`config.mk`:
```
export PLATFORM = sky130hd
export DESIGN_NAME = key_event_encoder
export DESIGN_NICKNAME = d
export VERILOG_FILES = /design/src/rtl/enc_pkg.sv /design/src/rtl/onehot_prio_enc.sv /design/src/rtl/key_event_encoder.sv
export SDC_FILE = /design/constraint.sdc
export NUM_CORES = 1
export LEC_CHECK = 0
export ABC_CLOCK_PERIOD_IN_PS = 4100
export BUFFER_PORTS_ARGS = -buffer_cell sky130_fd_sc_hd__buf_2
export CORE_ASPECT_RATIO = 0.5
export CORE_MARGIN = 5
export CORE_UTILIZATION = 35
export CTS_CLUSTER_SIZE = 8
export DETAILED_ROUTE_END_ITERATION = 8
export RECOVER_POWER = 100
export SLEW_MARGIN = 15
export SYNTH_ARGS = -nofsm -noshare
export SYNTH_HDL_FRONTEND = slang
export SYNTH_SLANG_ARGS = --single-unit
```
`constraint.sdc`:
```
create_clock -name clk -period 4.1 [get_ports clk]
set_clock_uncertainty 0.1 [all_clocks]
set_input_delay 0.41 -clock clk [delete_from_list [all_inputs] [get_ports clk]]
set_output_delay 0.41 -clock clk [all_outputs]
set_load 0.01 [all_outputs]
```
`src/rtl/enc_pkg.sv`:
```
// Shared constants and helpers for the key/cell event encoder.
package enc_pkg;
    localparam int MODE_STRICT   = 0;
    localparam int MODE_PRIORITY = 1;

    // Width of an index into an n-wide vector; never below one bit.
    function automatic int code_w(input int n);
        return (n <= 2) ? 1 : $clog2(n);
    endfunction
endpackage

```
`src/rtl/onehot_prio_enc.sv`:
```
// Combinational index encoder: lowest set index, any-bit flag and a
// multi-bit flag that is only raised when multi-bit input is an error.
module onehot_prio_enc
    import enc_pkg::*;
#(
    parameter  int N_IN      = 16,
    parameter  int PRIO_MODE = MODE_STRICT,
    localparam int W_OUT     = code_w(N_IN)
) (
    input  logic [N_IN-1:0]  vec,
    output logic [W_OUT-1:0] code,
    output logic             any,
    output logic             multi
);
    always_comb begin
        code  = '0;
        any   = |vec;
        // Scan downward so the lowest set index is written last and wins.
        for (int i = N_IN - 1; i >= 0; i--) begin
            if (vec[i]) code = W_OUT'(i);
        end
        multi = (PRIO_MODE == MODE_STRICT) && ((vec & (vec - N_IN'(1))) != '0);
    end
endmodule

```
`src/rtl/key_event_encoder.sv`:
```
// Rising-edge key event encoder with a one-entry valid/ready holding
// register, strict/priority multi-press handling and sticky overflow.
module key_event_encoder
    import enc_pkg::*;
#(
    parameter  int N_IN      = 16,
    parameter  int PRIO_MODE = MODE_STRICT,
    localparam int W_OUT     = code_w(N_IN)
) (
    input  logic             clk,
    input  logic             rst,
    input  logic [N_IN-1:0]  in,
    output logic [W_OUT-1:0] out_code,
    output logic             out_valid,
    input  logic             out_ready,
    output logic             err,
    output logic             ovf,
    input  logic             ovf_clr
);
    logic [N_IN-1:0]  in_prev;
    logic [N_IN-1:0]  rise;
    logic [W_OUT-1:0] cand_code;
    logic             rise_any;
    logic             rise_multi;
    logic             cand;
    logic             xfer;
    logic             load;
    logic             drop;

    assign rise = in & ~in_prev;

    onehot_prio_enc #(
        .N_IN      (N_IN),
        .PRIO_MODE (PRIO_MODE)
    ) u_enc (
        .vec   (rise),
        .code  (cand_code),
        .any   (rise_any),
        .multi (rise_multi)
    );

    assign cand = rise_any & ~rise_multi;
    assign xfer = out_valid & out_ready;
    // A transfer in the same cycle frees the slot, so back-to-back loads need no bubble.
    assign load = cand & (~out_valid | out_ready);
    assign drop = cand & out_valid & ~out_ready;

    always_ff @(posedge clk) begin
        if (rst) begin
            in_prev   <= '1;
            out_code  <= '0;
            out_valid <= 1'b0;
            err       <= 1'b0;
            ovf       <= 1'b0;
        end else begin
            in_prev <= in;
            err     <= rise_multi;
            if (load) begin
                out_valid <= 1'b1;
                out_code  <= cand_code;
            end else if (xfer) begin
                out_valid <= 1'b0;
            end
            // Set wins over a coincident clear.
            ovf <= drop | (ovf & ~ovf_clr);
        end
    end
endmodule

```
==> summary.md <==
| Metric | Value |
|---|---|
| Routed WL | 2.54 mm |
| Worst Setup SP | in[1] |
| Main area contributors after synthesis | dfxtp_1 (36%), or2_2 (7.9%), nand2b_1 (6.4%) |
| Gr usage total | 11.3% |
| Delay-heaviest family, CP | simple AND/OR/NAND/NOR gates |
| M3 GR Usage | 3.87% |
| CTS resizes | 0 |
| H-Tree Level Count | 1 |
| First-pass DRT Iterations | 4 |
| RSZ-0062 raised after global routing | false |
| Critical path class | in2reg |
| Vias | 1083 |
| Synth cell types | 41 |
| Fmax | 0.368 GHz |
| Global route overflow | 0 |
| Syn nets | 156 |
| Cell count after synthesis | 136 |
| Synth Area per Inst | 9.37 um2 |
| Ordered cell list for the critical path | buf_2, nor2b_1, nor4_4, a41oi_1, nor4_1, nand4_2, mux2_1 |
| HPWL after DPL | 1.97 mm |
| Post-synth top area cell | dfxtp_1 |
| CP startpoint kind | input pin |
| GRT met2 Usage | 16.2% |
| Top-level I/O count | 27 |
| Post-route ant nets | 0 |
| Ys async rst share | 0% |
| Slew Limit Headroom | 36.2% |
| Post-synth top area share | 36.1% |
| Gpl congestion | 0.813 |
| CTS tree | yes |
| Multi-input gate area | 757 um2 |
| Fin. Hold Viols | 0 |
| Layout cells sized above 1 | 30.7% |
| Worst R2R Start | in_prev[1]$_SDFF_PP1_ |
| Clock sink count | 23 |
| Synth Flop Type | dfxtp_1 |
| CP max-delay cell | nor4_1 |
| Leak | 0.000547 uW |
| CP Data Required Time | 4150 ps |
| Run status | complete, no violations |
| Initial antenna violation count | 0 |
| Die ar. | 5020 um2 |
| Post-Syn Area | 1270 um2 |
| Yosys Warn Count | 0 |
| CP max FO | 6 |
| Critical path arrival | 2770 ps |
| Hold Crit Class | in2reg |
| WP buf/inv | 1 |
| Core Footprint | 3470 um2 |
| Final setup fails | 0 |
| Vias per std cell | 5.06 |
| Worst skew pair latency | 260 ps |
| Drt drc | 0 |
| Routed length per instance | 11.9 um |
| # rows | 15 |
| First-pass GRT wire length | 4.35 mm |
| Final min period | 2720 ps |
| Post-CTS Hold Buffers | 0 |
| Overall die height | 52.7 um |
| Port-buffer cells | 26 |
| Max_cap viols | 0 |
| Tcrit/Tclk final | 66.3% |
| Register area | 460 um2 |
| Min-delay src | in[7] |
| Post-synth EDFFs | 0 |
| NumNets Final | 184 |
| Sequential fraction of the synthesis area | 36.1% |
| Flops & latches, synth | 23 |
| TritonCTS Buffers | 3 |
| Fin Setup TNS | 0 ps |
| Hold slack | 239 ps |
| Most frequent cells in the layout | dfxtp_1 (23), buf_2 (18), or2_2 (16) |
| Final Slew Violations | 0 |
| Reg clk slew, reported paths | 80 ps |
| Worst Setup End Kind | flip-flop |
| Antenna cells | 0 |
| Maximum VDD drop | 0.104 mV |
| Number of filler cells placed in the layout | 366 |
| Clock Path Buffers | 2 |
| Die width | 95.3 um |
| Starting Density | 36.7% |
| PD cells | 342 nW/um2 |
| Initial DRC count | 30 |
| Vias in the first global route | 963 |
| Post-CTS setup buffers | 0 |
| Largest net degree at the start of global routing | 27 |
| GR peak layer | met2 |
| Clock root cell | clkbuf_8 |
| Worst path max stage delay | 840 ps |
| Area Overhead vs Synth | 13.9% |
| Most common cell after layout, fill and taps aside | dfxtp_1 |
| Least-Margin Pin Slew | 948 ps |
| Grt met1 use | 15.6% |
==> synth_stat cells, drive strengths merged (2+ instances only) <==
master  instances
dfxtp          23
nor2b          16
or2            16
nand2b         13
nor3            8
a21oi           6
nor2            6
o21ai           5
nand3           4
nand4           4
nor4            4
a221oi          2
a31oi           2
a41oi           2
clkbuf          2
maj3            2
nand2           2
o31ai           2
or4             2
==> final timing paths <==
check / to / slack (ps) / depth (start not counted)
worst min register to register: ovf$_SDFF_PP0_ / 370 / 2
worst min-delay path: in_prev[7]$_SDFF_PP1_ / 240 / 2
worst max register to register: out_code[2]$_SDFFE_PP0P_ / 1410 / 6
worst max-delay path: out_code[2]$_SDFFE_PP0P_ / 1380 / 7
==> worst register-to-register path, cell delays in order (launching register included) <==
cell and delay, ps:
dfxtp_1 310, nor2b_1 100, nor4_4 390, a41oi_1 180
nor4_1 840, nand4_2 270, mux2_1 390
==> routing by layer <==
| metal | routed length, um | share of wire (%) |
|---|---|---|
| met1 | 1270 | 50 |
| met2 | 1040 | 41 |
| met3 | 203 | 8.0 |
| met5 | 0 | 0 |
| met4 | 29 | 1.1 |
==> sequential cells by signal, indices dropped and copies added (netlist names) <==
| register | cells |
|---|---|
| out_valid | 1 |
| in_prev | 16 |
| ovf | 1 |
| err | 1 |
| out_code | 4 |
==> power breakdown <==
part / total (uW) / switching [uW] / internal (uW)
Sequential: 246 / 6.49 / 239
Combinational: 112 / 61.0 / 51.5
Clock: 139 / 70.9 / 67.8
==> through the flow <==
stage / worst slack, ps / instance area (um2) / total power, uW / instances / util (%)
floorplan: 1800 / 1270 / 339 / 136 / -
global placement: 1650 / 1450 / 371 / 210 / 41.7
detailed placement: 1570 / 1450 / 372 / 210 / 41.7
CTS: 1840 / 1500 / 511 / 214 / 43.1
global route: 1100 / 1450 / 527 / 214 / 41.8
finish: 1380 / 1450 / 497 / 214 / 41.8
==> logic make-up (layout without fill, tap and decap cells) <==
kind of cell               after synthesis  count (layout)  synth area share [%]
AOI/OAI and AO/OA                       28              28                  17.2
adders and majority gates                2               2                  1.57
buffers and inverters                    4              31                  1.77
DFF                                     23              23                  36.1
muxes                                    2               2                  1.96
and+or+nand+nor                         77              77                  41.4
==> final cells by class <==
type	instances	share of cell area, %
sequential	23	31.7
timing repair buffer	26	8.28
inverter	1	0.259
multi-input combinational	109	52.2
tap	51	4.40
clock inverter	1	0.345
clock buffer	3	2.84
No activity file was read; power rests on OpenSTA's default activity.
